File: src/rtl/doppler_buf_pkg.sv
// Shared defaults and type definitions for the Doppler corner-turn buffer.
package doppler_buf_pkg;

  localparam int unsigned NUM_CHIRPS_DEF = 256;
  localparam int unsigned NUM_BINS_DEF   = 128;
  localparam int unsigned DATA_W_DEF     = 32;
  localparam int unsigned ADDR_W_DEF     = 15;

  // Lifecycle of one ping-pong bank.
  typedef enum logic [1:0] {
    BANK_FREE,
    BANK_FILLING,
    BANK_FULL,
    BANK_DRAINING
  } bank_state_t;

  // Write-side frame tracking: waiting for a frame, storing it, or discarding it.
  typedef enum logic [1:0] {
    WR_IDLE,
    WR_FILL,
    WR_DROP
  } wr_mode_t;

  // 16-bit increment that sticks at all-ones.
  function automatic logic [15:0] sat_inc16(input logic [15:0] v);
    return (v == 16'hFFFF) ? v : v + 16'd1;
  endfunction

endpackage

File: src/rtl/doppler_out_skid.sv
// Two-entry output FIFO feeding the Doppler sample stream.
module doppler_out_skid #(
  parameter int unsigned W = 34
) (
  input  logic         clk,
  input  logic         rst,
  input  logic         push,
  input  logic [W-1:0] push_data,
  input  logic         ready,
  output logic         valid,
  output logic [W-1:0] data,
  output logic [1:0]   count
);

  logic [W-1:0] head_q, head_d;
  logic [W-1:0] tail_q, tail_d;
  logic [1:0]   cnt_q, cnt_d;
  logic         pop;
  logic [1:0]   kept;

  // Pop shifts tail into head; a push lands in the first slot left empty after the pop.
  always_comb begin
    pop    = (cnt_q != 2'd0) && ready;
    kept   = cnt_q - 2'(pop);
    head_d = head_q;
    tail_d = tail_q;
    if (pop) begin
      head_d = tail_q;
    end
    if (push && (kept == 2'd0)) begin
      head_d = push_data;
    end else if (push && (kept == 2'd1)) begin
      tail_d = push_data;
    end
    cnt_d = (push && (kept != 2'd2)) ? kept + 2'd1 : kept;
  end

  // FIFO storage and occupancy.
  always_ff @(posedge clk) begin
    if (rst) begin
      head_q <= '0;
      tail_q <= '0;
      cnt_q  <= '0;
    end else begin
      head_q <= head_d;
      tail_q <= tail_d;
      cnt_q  <= cnt_d;
    end
  end

  assign valid = (cnt_q != 2'd0);
  assign data  = head_q;
  assign count = cnt_q;

endmodule

File: src/rtl/doppler_bank_scheduler.sv
// Ping-pong corner-turn buffer: range-FFT rows in, Doppler columns out.
module doppler_bank_scheduler
  import doppler_buf_pkg::*;
#(
  parameter int unsigned NUM_CHIRPS = NUM_CHIRPS_DEF,
  parameter int unsigned NUM_BINS   = NUM_BINS_DEF,
  parameter int unsigned DATA_W     = DATA_W_DEF,
  parameter int unsigned ADDR_W     = ADDR_W_DEF
) (
  input  logic              clk,
  input  logic              rst,
  input  logic              s_valid,
  input  logic [DATA_W-1:0] s_data,
  output logic [ADDR_W-1:0] bram_addra,
  output logic [DATA_W-1:0] bram_dina,
  output logic              bram_wea,
  output logic              bram_ena,
  input  logic [DATA_W-1:0] bram_douta,
  output logic [ADDR_W-1:0] bram_addrb,
  output logic [DATA_W-1:0] bram_dinb,
  output logic              bram_web,
  output logic              bram_enb,
  input  logic [DATA_W-1:0] bram_doutb,
  output logic [DATA_W-1:0] m_data,
  output logic              m_valid,
  output logic              m_last,
  input  logic              m_ready,
  output logic              wr_bank,
  output logic              rd_bank,
  output logic [15:0]       frames_done,
  output logic [15:0]       overrun_count
);

  localparam int unsigned ROW_W = (NUM_CHIRPS > 1) ? $clog2(NUM_CHIRPS) : 1;
  localparam int unsigned COL_W = (NUM_BINS > 1) ? $clog2(NUM_BINS) : 1;
  localparam int unsigned SK_W  = DATA_W + 2;
  localparam logic [ADDR_W-1:0] LAST_WR  = ADDR_W'(NUM_CHIRPS * NUM_BINS - 1);
  localparam logic [ROW_W-1:0]  LAST_ROW = ROW_W'(NUM_CHIRPS - 1);
  localparam logic [COL_W-1:0]  LAST_COL = COL_W'(NUM_BINS - 1);

  bank_state_t bank_state_q [2];
  bank_state_t bank_state_d [2];

  wr_mode_t          wr_mode_q, wr_mode_d;
  logic [ADDR_W-1:0] wr_cnt_q, wr_cnt_d;
  logic              wr_bank_q, wr_bank_d;
  logic              last_filled_q, last_filled_d;
  logic              have_filled_q, have_filled_d;
  logic [15:0]       overrun_q, overrun_d;

  logic              rd_bank_q, rd_bank_d;
  logic [ROW_W-1:0]  rd_row_q, rd_row_d;
  logic [COL_W-1:0]  rd_col_q, rd_col_d;
  logic              rd_issued_q, rd_issued_d;
  logic              inflight_q, inflight_d;
  logic              inflight_bank_q, inflight_bank_d;
  logic              inflight_last_q, inflight_last_d;
  logic              inflight_end_q, inflight_end_d;
  logic [15:0]       frames_q, frames_d;

  logic              wr_go, wr_sel, claim_go, claim_bank, fill_done;
  logic              pref_bank, alt_bank;
  logic              start_drain, drain_sel, drain_done, any_draining;
  logic              rd_go, pop;
  logic [2:0]        occ;
  logic [ADDR_W-1:0] rd_addr;

  logic              sk_valid;
  logic [SK_W-1:0]   sk_data;
  logic [SK_W-1:0]   sk_push_data;
  logic [1:0]        sk_count;

  logic [1:0][ADDR_W-1:0] port_addr;
  logic [1:0][DATA_W-1:0] port_din;
  logic [1:0]             port_we;
  logic [1:0]             port_en;

  // Write side: claim a bank (or start dropping) on a frame's first sample, then count samples.
  always_comb begin
    wr_mode_d     = wr_mode_q;
    wr_cnt_d      = wr_cnt_q;
    wr_bank_d     = wr_bank_q;
    last_filled_d = last_filled_q;
    have_filled_d = have_filled_q;
    overrun_d     = overrun_q;
    wr_go         = 1'b0;
    wr_sel        = wr_bank_q;
    claim_go      = 1'b0;
    claim_bank    = 1'b0;
    fill_done     = 1'b0;
    pref_bank     = have_filled_q ? ~last_filled_q : 1'b0;
    alt_bank      = ~pref_bank;
    if (s_valid) begin
      unique case (wr_mode_q)
        WR_IDLE: begin
          wr_cnt_d = ADDR_W'(1);
          if (bank_state_q[pref_bank] == BANK_FREE) begin
            claim_go   = 1'b1;
            claim_bank = pref_bank;
          end else if (bank_state_q[alt_bank] == BANK_FREE) begin
            claim_go   = 1'b1;
            claim_bank = alt_bank;
          end
          if (claim_go) begin
            wr_go         = 1'b1;
            wr_sel        = claim_bank;
            wr_bank_d     = claim_bank;
            last_filled_d = claim_bank;
            have_filled_d = 1'b1;
            wr_mode_d     = WR_FILL;
          end else begin
            overrun_d = sat_inc16(overrun_q);
            wr_mode_d = WR_DROP;
          end
        end
        WR_FILL: begin
          wr_go = 1'b1;
          if (wr_cnt_q == LAST_WR) begin
            wr_cnt_d  = '0;
            wr_mode_d = WR_IDLE;
            fill_done = 1'b1;
          end else begin
            wr_cnt_d = wr_cnt_q + ADDR_W'(1);
          end
        end
        WR_DROP: begin
          if (wr_cnt_q == LAST_WR) begin
            wr_cnt_d  = '0;
            wr_mode_d = WR_IDLE;
          end else begin
            wr_cnt_d = wr_cnt_q + ADDR_W'(1);
          end
        end
        default: begin
          wr_mode_d = WR_IDLE;
          wr_cnt_d  = '0;
        end
      endcase
    end
  end

  // Read side: pick the oldest full bank, walk it column-major under FIFO credit, retire on last accept.
  always_comb begin
    rd_bank_d       = rd_bank_q;
    rd_row_d        = rd_row_q;
    rd_col_d        = rd_col_q;
    rd_issued_d     = rd_issued_q;
    inflight_d      = 1'b0;
    inflight_bank_d = rd_bank_q;
    inflight_last_d = 1'b0;
    inflight_end_d  = 1'b0;
    frames_d        = frames_q;
    start_drain     = 1'b0;
    drain_sel       = 1'b0;
    any_draining    = (bank_state_q[0] == BANK_DRAINING) || (bank_state_q[1] == BANK_DRAINING);
    if (!any_draining) begin
      if ((bank_state_q[0] == BANK_FULL) && (bank_state_q[1] == BANK_FULL)) begin
        start_drain = 1'b1;
        drain_sel   = ~last_filled_q;
      end else if (bank_state_q[0] == BANK_FULL) begin
        start_drain = 1'b1;
        drain_sel   = 1'b0;
      end else if (bank_state_q[1] == BANK_FULL) begin
        start_drain = 1'b1;
        drain_sel   = 1'b1;
      end
    end
    pop     = sk_valid && m_ready;
    occ     = 3'(sk_count) + 3'(inflight_q) - 3'(pop);
    rd_go   = (bank_state_q[rd_bank_q] == BANK_DRAINING) && !rd_issued_q && (occ < 3'd2);
    rd_addr = ADDR_W'(rd_row_q) * ADDR_W'(NUM_BINS) + ADDR_W'(rd_col_q);
    if (rd_go) begin
      inflight_d      = 1'b1;
      inflight_last_d = (rd_row_q == LAST_ROW);
      inflight_end_d  = (rd_row_q == LAST_ROW) && (rd_col_q == LAST_COL);
      if (rd_row_q == LAST_ROW) begin
        rd_row_d = '0;
        if (rd_col_q == LAST_COL) begin
          rd_issued_d = 1'b1;
        end else begin
          rd_col_d = rd_col_q + COL_W'(1);
        end
      end else begin
        rd_row_d = rd_row_q + ROW_W'(1);
      end
    end
    if (start_drain) begin
      rd_bank_d   = drain_sel;
      rd_row_d    = '0;
      rd_col_d    = '0;
      rd_issued_d = 1'b0;
    end
    drain_done = pop && sk_data[SK_W-1];
    if (drain_done) begin
      frames_d = frames_q + 16'd1;
    end
  end

  // Bank lifecycle; each event targets a bank in a distinct state, so they never collide.
  always_comb begin
    for (int unsigned b = 0; b < 2; b++) begin
      bank_state_d[b] = bank_state_q[b];
    end
    if (claim_go)    bank_state_d[claim_bank] = BANK_FILLING;
    if (fill_done)   bank_state_d[wr_bank_q]  = BANK_FULL;
    if (drain_done)  bank_state_d[rd_bank_q]  = BANK_FREE;
    if (start_drain) bank_state_d[drain_sel]  = BANK_DRAINING;
  end

  // Route the write or the read onto each bank port.
  always_comb begin
    for (int unsigned b = 0; b < 2; b++) begin
      port_addr[b] = '0;
      port_din[b]  = '0;
      port_we[b]   = 1'b0;
      port_en[b]   = 1'b0;
      if (wr_go && (wr_sel == 1'(b))) begin
        port_addr[b] = wr_cnt_q;
        port_din[b]  = s_data;
        port_we[b]   = 1'b1;
        port_en[b]   = 1'b1;
      end else if (rd_go && (rd_bank_q == 1'(b))) begin
        port_addr[b] = rd_addr;
        port_en[b]   = 1'b1;
      end
    end
  end

  // All state registers.
  always_ff @(posedge clk) begin
    if (rst) begin
      for (int unsigned b = 0; b < 2; b++) begin
        bank_state_q[b] <= BANK_FREE;
      end
      wr_mode_q       <= WR_IDLE;
      wr_cnt_q        <= '0;
      wr_bank_q       <= 1'b0;
      last_filled_q   <= 1'b0;
      have_filled_q   <= 1'b0;
      overrun_q       <= '0;
      rd_bank_q       <= 1'b0;
      rd_row_q        <= '0;
      rd_col_q        <= '0;
      rd_issued_q     <= 1'b0;
      inflight_q      <= 1'b0;
      inflight_bank_q <= 1'b0;
      inflight_last_q <= 1'b0;
      inflight_end_q  <= 1'b0;
      frames_q        <= '0;
    end else begin
      for (int unsigned b = 0; b < 2; b++) begin
        bank_state_q[b] <= bank_state_d[b];
      end
      wr_mode_q       <= wr_mode_d;
      wr_cnt_q        <= wr_cnt_d;
      wr_bank_q       <= wr_bank_d;
      last_filled_q   <= last_filled_d;
      have_filled_q   <= have_filled_d;
      overrun_q       <= overrun_d;
      rd_bank_q       <= rd_bank_d;
      rd_row_q        <= rd_row_d;
      rd_col_q        <= rd_col_d;
      rd_issued_q     <= rd_issued_d;
      inflight_q      <= inflight_d;
      inflight_bank_q <= inflight_bank_d;
      inflight_last_q <= inflight_last_d;
      inflight_end_q  <= inflight_end_d;
      frames_q        <= frames_d;
    end
  end

  assign sk_push_data = {inflight_end_q, inflight_last_q, inflight_bank_q ? bram_doutb : bram_douta};

  doppler_out_skid #(
    .W (SK_W)
  ) u_out_skid (
    .clk       (clk),
    .rst       (rst),
    .push      (inflight_q),
    .push_data (sk_push_data),
    .ready     (m_ready),
    .valid     (sk_valid),
    .data      (sk_data),
    .count     (sk_count)
  );

  // Drive outputs, forced to zero while reset is held.
  always_comb begin
    bram_addra    = port_addr[0];
    bram_dina     = port_din[0];
    bram_wea      = port_we[0];
    bram_ena      = port_en[0];
    bram_addrb    = port_addr[1];
    bram_dinb     = port_din[1];
    bram_web      = port_we[1];
    bram_enb      = port_en[1];
    m_data        = sk_data[DATA_W-1:0];
    m_valid       = sk_valid;
    m_last        = sk_data[SK_W-2];
    wr_bank       = wr_bank_q;
    rd_bank       = rd_bank_q;
    frames_done   = frames_q;
    overrun_count = overrun_q;
    if (rst) begin
      bram_addra    = '0;
      bram_dina     = '0;
      bram_wea      = 1'b0;
      bram_ena      = 1'b0;
      bram_addrb    = '0;
      bram_dinb     = '0;
      bram_web      = 1'b0;
      bram_enb      = 1'b0;
      m_data        = '0;
      m_valid       = 1'b0;
      m_last        = 1'b0;
      wr_bank       = 1'b0;
      rd_bank       = 1'b0;
      frames_done   = '0;
      overrun_count = '0;
    end
  end

endmodule

File: config.mk
export PLATFORM = sky130hd
export DESIGN_NAME = doppler_bank_scheduler
export DESIGN_NICKNAME = d
export VERILOG_FILES = /design/src/rtl/doppler_buf_pkg.sv /design/src/rtl/doppler_out_skid.sv /design/src/rtl/doppler_bank_scheduler.sv
export SDC_FILE = /design/constraint.sdc
export NUM_CORES = 1
export LEC_CHECK = 0
export CAP_MARGIN = 20
export CORE_UTILIZATION = 34
export CTS_BUF_LIST = sky130_fd_sc_hd__clkbuf_16
export DETAILED_ROUTE_END_ITERATION = 10
export PLACE_DENSITY_LB_ADDON = 0.1
export SLEW_MARGIN = 10
export SYNTH_ARGS = -nofsm -noshare
export SYNTH_HDL_FRONTEND = slang
export SYNTH_SLANG_ARGS = --single-unit
File: constraint.sdc
create_clock -name clk -period 8.1 [get_ports clk]
set_input_delay 1.215 -clock clk [delete_from_list [all_inputs] [get_ports clk]]
set_output_delay 1.215 -clock clk [all_outputs]
set_load 0.05 [all_outputs]
==> impl_metrics.ini, run 1 <==
[floorplanning]
core_area_um2 = 23700
die_x_um = 158
die_h_um = 158
die-area_um2 = 24900
initial_core_util_pct = 34.9
pin_count = 266
row_count = 56

[synthesis]
synthXorXnorAreaFrac_pct = 4.34
synthAdderAreaFrac_pct = 2.21
synth_top_cell_area_share_pct = 35.8
synth_area_leader_cell = dfxtp_1
synth_area_per_cell_um2 = 8.57
netlist_instances = 965
ys_seq_area_share_pct = 35.8
synth-compound-area-share_pct = 19.3
async_flop_share_pct = 0
synth_area_leaders = dfxtp_1 36%, and2_1 7.8%, nor2_1 5.6%
syn_nets = 1079
synth_warnings = 0
netlist-cell-type-count = 65
synth_simple_gate_area_share_pct = 28.2
netlist_area_um2 = 8270
synth_top_family_by_area = simple AND/OR/NAND/NOR gates
synth_edf_count = 0
synth_ff_type = dfxtp_1
synth.area.mux_share_pct = 5.52
yosys_register_bits = 148

[detailed_routing]
drt_pass1_iterations = 5
vias = 7724
drt-initial-drc-count = 355
drtAntennaViolNets = 0
drc = 0
routedWlPerCell_um = 16.3
routed_via_density = 5.10
wirelength_um = 24700

[sta]
worst_pin_slew_ns = 1.08
tns_ns = 0
rsz0062_at_grt = false
min_period_over_period_pct = 79.7
finalCriticalPeriod_ns = 6.46
finalClockSkew_ns = 0.0148
finalHoldViolations = 0
slew_violations = 0
max_freq_mhz = 155
setup_violations = 0
relSlewSlack_pct = 27.9

[clocking]
clkTransAtPathRegs_ns = 0.06
clk_latency_ns = 0.42
ctsResizeCount = 0
cts_buffers = 17
hold_buffers = 0
cts_tree = built
cts_buffer_depth = 2
postCtsSetupBuffers = 0
ctsHtreeMaxLevel = 4
clock_sinks = 148
ctsRootBufferMaster = clkbuf_16

[run_status]
status = finished, final reports clean

[grt]
antenna_found_initial = 0
grt_pass1_vias = 7110
grt_use_total_pct = 19.7
grt_max_degree = 95
grt_pass1_wl_um = 38400
grt.overflow.total = 0

[cells_and_area]
final_common_cell = clkdlybuf4s50_1
layout_common_cells = 250 x clkdlybuf4s50_1, 146 x dfxtp_1, 122 x nor2_1
diodes = 0
nets = 1296
drive_gt1_share_pct = 7.45
fin_cells = 1514
areaGrowthSynthToFinish_pct = 40.7
stdcell_area_um2 = 11600

[power_and_ir_drop]
p_per_area_nw_per_um2 = 164
ir_worst_vdd_mv = 0.121
leakagePower_uw = 0.00398

[worst_setup_path]
cp-start-kind = primary input
cp_num_buf_inv = 4
slowest_stage = clkdlybuf4s50_1
slowest_delay_ns = 0.83
end_kind = primary output
crit_path_max_fanout = 17
cp.arrival_ns = 5.24
path_cells = clkdlybuf4s50_1, o21ai_2, inv_1, ha_1, inv_1, nand2_1, fa_1, nand2b_1, a211oi_4, and3_1, o2bb2ai_1, clkdlybuf4s50_1
crit_family = buffers and inverters
path_class = in -> out
critPathRequiredTime_ns = 6.88

[placed_design]
hpwl_um = 17400
place_area_um2 = 11100
dp_cells = 1482
routabilityCongestion = 0.787
port_buffers = 265

[run]
maxCapViolCount = 0

[min_path]
hold_path_class = reg -> reg
==> logic make-up after synthesis <==
group,Yosys count
simple gates,431
flops,148
xor+xnor,41
fa+ha+maj,14
compound gates,191
buf+inv,95
mux,45
==> power breakdown <==
| part | switching [uW] | internal, uW |
|---|---|---|
| sequential | 9.10 | 734 |
| combinational | 267 | 132 |
| clock | 332 | 431 |
==> final cells by class <==
class	instances	area [um2]
fill	2341	12000
multi-input combinational	722	4930
sequential	148	2970
timing repair buffer	275	2690
clock buffer	17	425
tap	319	399
clock inverter	15	148
inverter	18	67.6
==> registers in the layout, summed over array words and instances, names as in the netlist, named ones only <==
signal,cells
inflight_q,1
have_filled_q,1
wr_mode_q,2
wr_cnt_q,15
frames_q,16
inflight_bank_q,1
bank_state_q,4
overrun_q,16
rd_issued_q,1
rd_col_q,7
rd_row_q,8
inflight_end_q,1
u_out_skid.tail_q,34
u_out_skid.data,34
wr_bank_q,1
inflight_last_q,1
last_filled_q,1
inflight_bank_d,1
u_out_skid.count,2
==> worst paths after layout <==
check	startpoint	endpoint	slack (ns)	depth (start not counted)
worst min-delay path	have_filled_q	have_filled_q	0.48	2
worst max register to register	u_out_skid.count[1]	rd_col_q[5]	4.74	11
worst min register to register	have_filled_q	have_filled_q	0.48	2
worst max-delay path	m_ready	bram_addrb[13]	1.64	12
==> metal layers <==
| metal | track usage (%) | share of wire (%) | vias to the layer above |
|---|---|---|---|
| met2 | 31.7 | 46 | 234 |
| met4 | 5.31 | 1.1 | 0 |
| met1 | 25.5 | 46 | 3610 |
| li1 | - | - | 3867 |
| met5 | 0 | 0 | - |
| met3 | 5.83 | 6.9 | 13 |
==> cell usage after synthesis (all sizes together) (3+ instances only) <==
library cell  count
or2               3
xnor2            16
ha               13
nor2            125
nor3             11
xor2             25
inv              18
and4              6
clkbuf           58
nor3b             3
a21o              4
o211ai            3
nor4              5
mux2              5
a211oi           37
nand2            34
o21ai            15
mux2i            40
a21oi            17
buf              19
a311oi           34
dfxtp           148
a221oi           32
nand3            14
nand2b           20
and2            103
o2bb2ai          28
or4               5
and3             11
nor2b            66
nand4            21
o211a             3
==> metrics by stage <==
step,power (uW),hold WS [ns],setup slack [ns],util (%)
detailed placement,1160,0.460,1.66,46.7
global route,2000,0.508,1.38,49.1
floorplan,1010,0.428,2.64,-
finish,1900,0.479,1.64,49.1
CTS,1930,0.476,1.63,49.1
global placement,1160,0.447,1.70,46.7
==> tightest hold or removal path: stages (launching register included) <==
cell and delay [ns]:
dfxtp_1 0.33, a21oi_1 0.04, nor2_1 0.07
Note: power is estimated with default switching activity, not from simulation.
==> run 2: changes to the inputs <==
==> constraint.sdc (replaced) <==
create_clock -name clk -period 6.67 [get_ports clk]
set_input_delay 1.0005 -clock clk [delete_from_list [all_inputs] [get_ports clk]]
set_output_delay 1.0005 -clock clk [all_outputs]
set_load 0.05 [all_outputs]
==> impl_metrics.ini, run 2 (synthesized netlist as in run 1, its figures left out) <==
[run_status]
status = finished, final reports clean

[detailed_routing]
vias = 7717
wirelength_um = 24500
drt_pass1_iterations = 4
drtAntennaViolNets = 0
drc = 0
drt-initial-drc-count = 344
routedWlPerCell_um = 16.2
routed_via_density = 5.10

[sta]
rsz0062_at_grt = false
tns_ns = 0
finalCriticalPeriod_ns = 5.55
holdWs_ns = 0.476
finalHoldViolations = 0
min_period_over_period_pct = 83.2
max_freq_mhz = 180
relSlewSlack_pct = 30.2
worst_pin_slew_ns = 1.05
finalClockSkew_ns = 0.0103
setup_violations = 0
slew_violations = 0

[clocking]
hold_buffers = 0
clock_sinks = 148
cts_buffers = 17
clkTransAtPathRegs_ns = 0.06
cts_buffer_depth = 2
ctsRootBufferMaster = clkbuf_16
ctsHtreeMaxLevel = 4
ctsResizeCount = 0
postCtsSetupBuffers = 0
clk_latency_ns = 0.42
cts_tree = built

[floorplanning]
die_x_um = 158
die_h_um = 158
pin_count = 266
initial_core_util_pct = 34.9
core_area_um2 = 23700
die-area_um2 = 24900
row_count = 56

[cells_and_area]
fin_util_pct = 50.7
drive_gt1_share_pct = 8.87
regArea_um2 = 2970
areaGrowthSynthToFinish_pct = 45.3
final_common_cell = clkdlybuf4s50_1
diodes = 0
multi_input_area_um2 = 4930
nets = 1296
layout_common_cells = 232 x clkdlybuf4s50_1, 146 x dfxtp_1, 122 x nor2_1
num-fill-cells = 2292

[grt]
grt_max_degree = 157
grt_busiest_layer = met2
antenna_found_initial = 0
grt_use_total_pct = 19.5
grtUsageMet1_pct = 24.7
grtUsageMet3_pct = 5.86
grt.overflow.total = 0
grt_pass1_wl_um = 38000
grtUsageMet2_pct = 32.5
grt_pass1_vias = 7116

[worst_setup_path]
crit_path_max_fanout = 17
cp-start-kind = primary input
r2r_slack_ns = 3.55
cp.arrival_ns = 4.55
slowest_delay_ns = 0.65
crit_family = simple AND/OR/NAND/NOR gates
r2r_end = rd_col_q[5]
slowest_stage = and2_1
path_cells = clkdlybuf4s50_1, o21ai_2, inv_1, ha_1, inv_1, nand2_1, fa_1, nand2b_1, a211oi_4, buf_4, nor3b_2, and2_1, o2bb2ai_1, buf_12
r2r_cells = 12
end_kind = primary output
cp_num_buf_inv = 5
critPathMostFrequentCell = inv_1
critPathRequiredTime_ns = 5.67
r2r-start = u_out_skid.count[1]
path_class = in -> out

[min_path]
hold_path_startpoint = have_filled_q
hold_path_class = reg -> reg
min_path_cells = 2
min_to = have_filled_q

[power_and_ir_drop]
power_uw = 2360
leakagePower_uw = 0.00413
ir_worst_vdd_mv = 0.165
p_per_area_nw_per_um2 = 197

[placed_design]
routabilityCongestion = 0.791
hpwl_um = 17300
port_buffers = 265

[run]
maxCapViolCount = 0
[run 2: changes by cell type in the layout (fill, tap and decap cells not counted), moves of 2 or more]
cell,before,now
clkdlybuf4s50_1,250,232
buf_12,0,32
buf_4,24,10
clkinv_4,4,2
[run 2: stage by stage]
| step | std cells | instance area (um2) | setup WS [ns] |
|---|---|---|---|
| after floorplan | 965 | 8270 | 1.63 |
| after global placement | 1482 | 11400 | 1.25 |
| after detailed placement | 1482 | 11400 | 1.16 |
| after CTS | 1514 | 12000 | 1.14 |
| after global routing | 1514 | 12000 | 0.903 |
| final | 1514 | 12000 | 1.12 |
[run 2: worst register-to-register path: cells and delay by family, from the launching register on]
kind	cells	cell delay, ns
adder cells (fa/ha/maj)	2	0.87
AND/OR/NAND/NOR	4	0.63
buffers and inverters	3	0.41
AO/OA/AOI/OAI	2	0.40
flip-flops	1	0.39
multiplexers	1	0.32
[run 2: area by class of cell]
class / instances / area share [%]
inverters: 18 / 0.562
repair buffers: 275 / 25.4
clock inverters: 15 / 1.43
well taps: 319 / 3.32
clock buffers: 17 / 3.54
flip-flops and latches: 148 / 24.7
multi-input cells: 722 / 41.1
[run 2: metal layers]
| layer | vias up | share of wire, % |
|---|---|---|
| met2 | 259 | 47 |
| met5 | - | 0 |
| li1 | 3883 | - |
| met3 | 10 | 7.6 |
| met4 | 0 | 0.62 |
| met1 | 3565 | 45 |
[run 2: worst max path at each step]
stage | startpoint | end | slack, ns | cells past startpoint
after floorplan | m_ready | bram_addrb[14] | 1.63 | 12
after global placement | m_ready | bram_addra[3] | 1.25 | 14
after detailed placement | m_ready | bram_addra[3] | 1.16 | 14
after CTS | m_ready | bram_addra[3] | 1.14 | 14
after global routing | s_valid | bram_dina[21] | 0.90 | 7
final | m_ready | bram_addra[2] | 1.12 | 14
[run 2: power by group]
group          switching, uW  total [uW]  internal (uW)
Combinational            324         489            165
Sequential              11.5         903            891
Clock                    407         970            563
Total                    742        2360           1620
==> run 3: changes to the inputs <==
==> constraint.sdc (replaced) <==
create_clock -name clk -period 4.5 [get_ports clk]
set_input_delay 0.675 -clock clk [delete_from_list [all_inputs] [get_ports clk]]
set_output_delay 0.675 -clock clk [all_outputs]
set_load 0.05 [all_outputs]
==> impl_metrics.ini, run 3 (synthesized netlist as in run 1, its figures left out) <==
[clocking]
cts_tree = built
ctsHtreeMaxLevel = 4
clock_sinks = 148
ctsRootBufferMaster = clkbuf_16
hold_buffers = 0
ctsResizeCount = 0
cts_buffers = 17
postCtsSetupBuffers = 0
cts_buffer_depth = 2
clkTransAtPathRegs_ns = 0.06
clk_latency_ns = 0.42

[run_status]
status = finished, final reports clean

[floorplanning]
core_area_um2 = 23700
die-area_um2 = 24900
row_count = 56
initial_core_util_pct = 34.9
pin_count = 266
die_h_um = 158
die_x_um = 158

[worst_setup_path]
critPathRequiredTime_ns = 3.83
cp.arrival_ns = 3.65
path_class = in -> out
cp-start-kind = primary input
crit_path_max_fanout = 16
end_kind = primary output

[sta]
tns_ns = 0
finalClockSkew_ns = 0.00927
slew_violations = 0
rsz0062_at_grt = false
relSlewSlack_pct = 31.5
max_freq_mhz = 231
worst_pin_slew_ns = 1.03
setup_violations = 0
holdWs_ns = 0.468
finalHoldViolations = 0
min_period_over_period_pct = 96.1
finalCriticalPeriod_ns = 4.32

[cells_and_area]
num-fill-cells = 2239
diodes = 0
final_common_cell = clkdlybuf4s50_1
fin_util_pct = 53.8
layout_common_cells = 166 x clkdlybuf4s50_1, 146 x dfxtp_1, 122 x nor2_1
multi_input_area_um2 = 4930
regArea_um2 = 2970
nets = 1305
areaGrowthSynthToFinish_pct = 54.1
drive_gt1_share_pct = 14.9

[grt]
grt.overflow.total = 0
grt_pass1_wl_um = 40200
grt_max_degree = 96
grt_pass1_vias = 7357
grt_use_total_pct = 20.9
antenna_found_initial = 0

[detailed_routing]
drtAntennaViolNets = 0
drt_pass1_iterations = 5
drc = 0
wirelength_um = 25800
routed_via_density = 5.11
drt-initial-drc-count = 391
vias = 7771
routedWlPerCell_um = 17.0

[placed_design]
hpwl_um = 18700
port_buffers = 265
routabilityCongestion = 0.793

[power_and_ir_drop]
ir_worst_vdd_mv = 0.304
p_per_area_nw_per_um2 = 279
leakagePower_uw = 0.00448
power_uw = 3550

[run]
maxCapViolCount = 0

[min_path]
hold_path_class = reg -> reg
-- run 3: area by class of cell --
class                   count  share of cell area [%]
clock inverters            14                    1.07
inverters                  18                   0.530
multi-input cells         722                    38.7
repair buffers            284                    29.9
well taps                 319                    3.13
clock buffers              17                    3.34
flip-flops and latches    148                    23.3
-- run 3: worst paths after layout --
| check | slack (ns) | end | start | cells after the start |
|---|---|---|---|---|
| max | 0.18 | bram_addrb[4] | m_ready | 14 |
| min | 0.47 | rd_issued_q | rd_issued_q | 2 |
| max reg2reg | 1.37 | rd_col_q[5] | u_out_skid.count[1] | 12 |
| min reg2reg | 0.47 | rd_issued_q | rd_issued_q | 2 |
-- run 3: power breakdown --
group          leakage (uW)  total, uW  internal, uW  switching [uW]
Combinational       0.00302        843           334             509
Sequential          0.00119       1340          1320            16.9
Clock              0.000270       1370           808             565
-- run 3: through the flow --
| stage | setup slack, ns | cells | cell area, um2 |
|---|---|---|---|
| global placement | 0.238 | 1491 | 12200 |
| floorplan | 0.115 | 965 | 8270 |
| global route | 0.0133 | 1522 | 12700 |
| finish | 0.177 | 1522 | 12700 |
| detailed placement | 0.211 | 1491 | 12200 |
| CTS | 0.182 | 1522 | 12700 |
-- run 3: critical path, cell delays in order --
cell,delay (ns)
clkdlybuf4s50_1,0.45
o21ai_2,0.08
inv_1,0.07
ha_1,0.34
inv_1,0.10
nand2_1,0.07
fa_1,0.49
nand2b_1,0.11
a211oi_4,0.24
buf_4,0.25
and3_1,0.17
buf_4,0.22
o2bb2ai_1,0.21
buf_12,0.18
-- run 3: routing by layer --
metal | track usage, % | share of wire (%) | wire [um] | vias up
met1 | 26.2 | 43 | 11100 | 3606
li1 | - | - | - | 3894
met4 | 3.98 | 0.57 | 146 | 0
met2 | 33.6 | 47 | 12100 | 260
met3 | 8.46 | 9.7 | 2500 | 11
met5 | 0 | 0 | 0 | -
==> variant, RTL diff (settings of run 1) <==
Change the package constant `ADDR_W_DEF` from 15 to 17.
--- a/src/rtl/doppler_buf_pkg.sv
+++ b/src/rtl/doppler_buf_pkg.sv
@@ -6,3 +6,3 @@
   localparam int unsigned DATA_W_DEF     = 32;
-  localparam int unsigned ADDR_W_DEF     = 15;
+  localparam int unsigned ADDR_W_DEF     = 17;
 
Interface: changed (resized bram_addra and bram_addrb); port bits go from 266 to 270. The function was not compared with the original's and may differ.
==> variant against run 1 <==
- global-route usage up 0.055 points
- total power rose by 1.9%
- wire length up 0.48%
- cell area grew 0.62%
- utilization grew 0.31 points
- sequential cell count is 2 higher
- setup slack lost 0.16 ns
- hold slack worse by 0.030 ns
- synthesized area grew 0.26%
- highest routed layer unchanged
==> variant: results (changes against run 1) <==
- Status: finished clean
- Sw Pwr: 0.5854 mW (-3.8%)
- Met3 Usage GRT: 0.05749 (-0.0008212)
- Inverter count: 21 (+3)
- Slowest cell delay on critical path: 0.68 ns (-0.15 ns)
- Iteration-0 DRC count of the detailed router: 402 (+13%)
- Reg-to-reg endpoint: u_out_skid.tail_q[32]$_SDFFE_PP0P_
- First-pass GRT wire length: 38.45 mm (+0.14%)
- Register area share after synthesis: 0.3623 (+0.003911)
- GRT met1 Usage: 0.2217 (-0.03305)
- Port bufs: 269 (+1.5%)
- Metal3 WL: 1.899 mm (+12%)
- Signal buffers: 280 (+1.8%)
- Synth area leaders: dfxtp_1, and2_1, nor2_1, nor2b_1, mux2i_1
- Sequential cell area: 3005 um^2 (+1.4%)
- Vias in the first global route: 7,268 (+2.2%)
- Yosys cell types: 63 (-3.1%)
- Reg2Reg Setup Slack: 4.06 ns (-0.68 ns)
- LEAKAGE: 4.102 nW (+3.0%)
- Buffering overhead: 0.2331 (+0.001559)
- Tot GR Track Use: 0.1975 (+0.0005547)
- Commonest cells post-synth: dfxtp_1, nor2_1, and2_1
- Multi-input logic portion of the cell area: 0.4189 (-0.005299)
- Slowest cell on the critical path: nor3b_4
- Worst VDD drop: 0.0001289 V (+6.8%)
- Wire length on met1: 10.13 mm (-11%)
- Initial antenna violation count: 1 (+1)
- R2r worst-path depth: 14 (+3)
- Fillers: 2,367 (+1.1%)
- # diodes: 1 (+1)
[variant: cell count changes after synthesis, moves of 6 or more]
cell | before | now
nor2_1 | 123 | 111
o2bb2ai_2 | 10 | 0
o2bb2ai_1 | 18 | 0
a22o_1 | 0 | 30
o21ai_0 | 13 | 19
nand2b_1 | 20 | 4
a21oi_1 | 16 | 29
nand3_1 | 14 | 26
[variant: cells by family after synthesis]
| kind of cell | Yosys count | share of synthesized area |
|---|---|---|
| flops | 150 | 0.3623 |
| buf+inv | 100 | 0.04845 |
| xor+xnor | 32 | 0.03381 |
| mux | 45 | 0.05540 |
| compound gates | 216 | 0.2000 |
| simple gates | 421 | 0.2780 |
| fa+ha+maj | 14 | 0.02204 |
[variant: metrics by stage]
stage	cells	setup WS, ns	power (mW)	hold WS, ns
final	1530	1.487	1.942	0.4492
after global placement	1496	1.386	1.161	0.4410
after detailed placement	1498	1.432	1.163	0.4447
after floorplan	978	2.638	1.014	0.4260
after global routing	1529	1.155	2.033	0.4612
after CTS	1529	1.426	1.967	0.4518
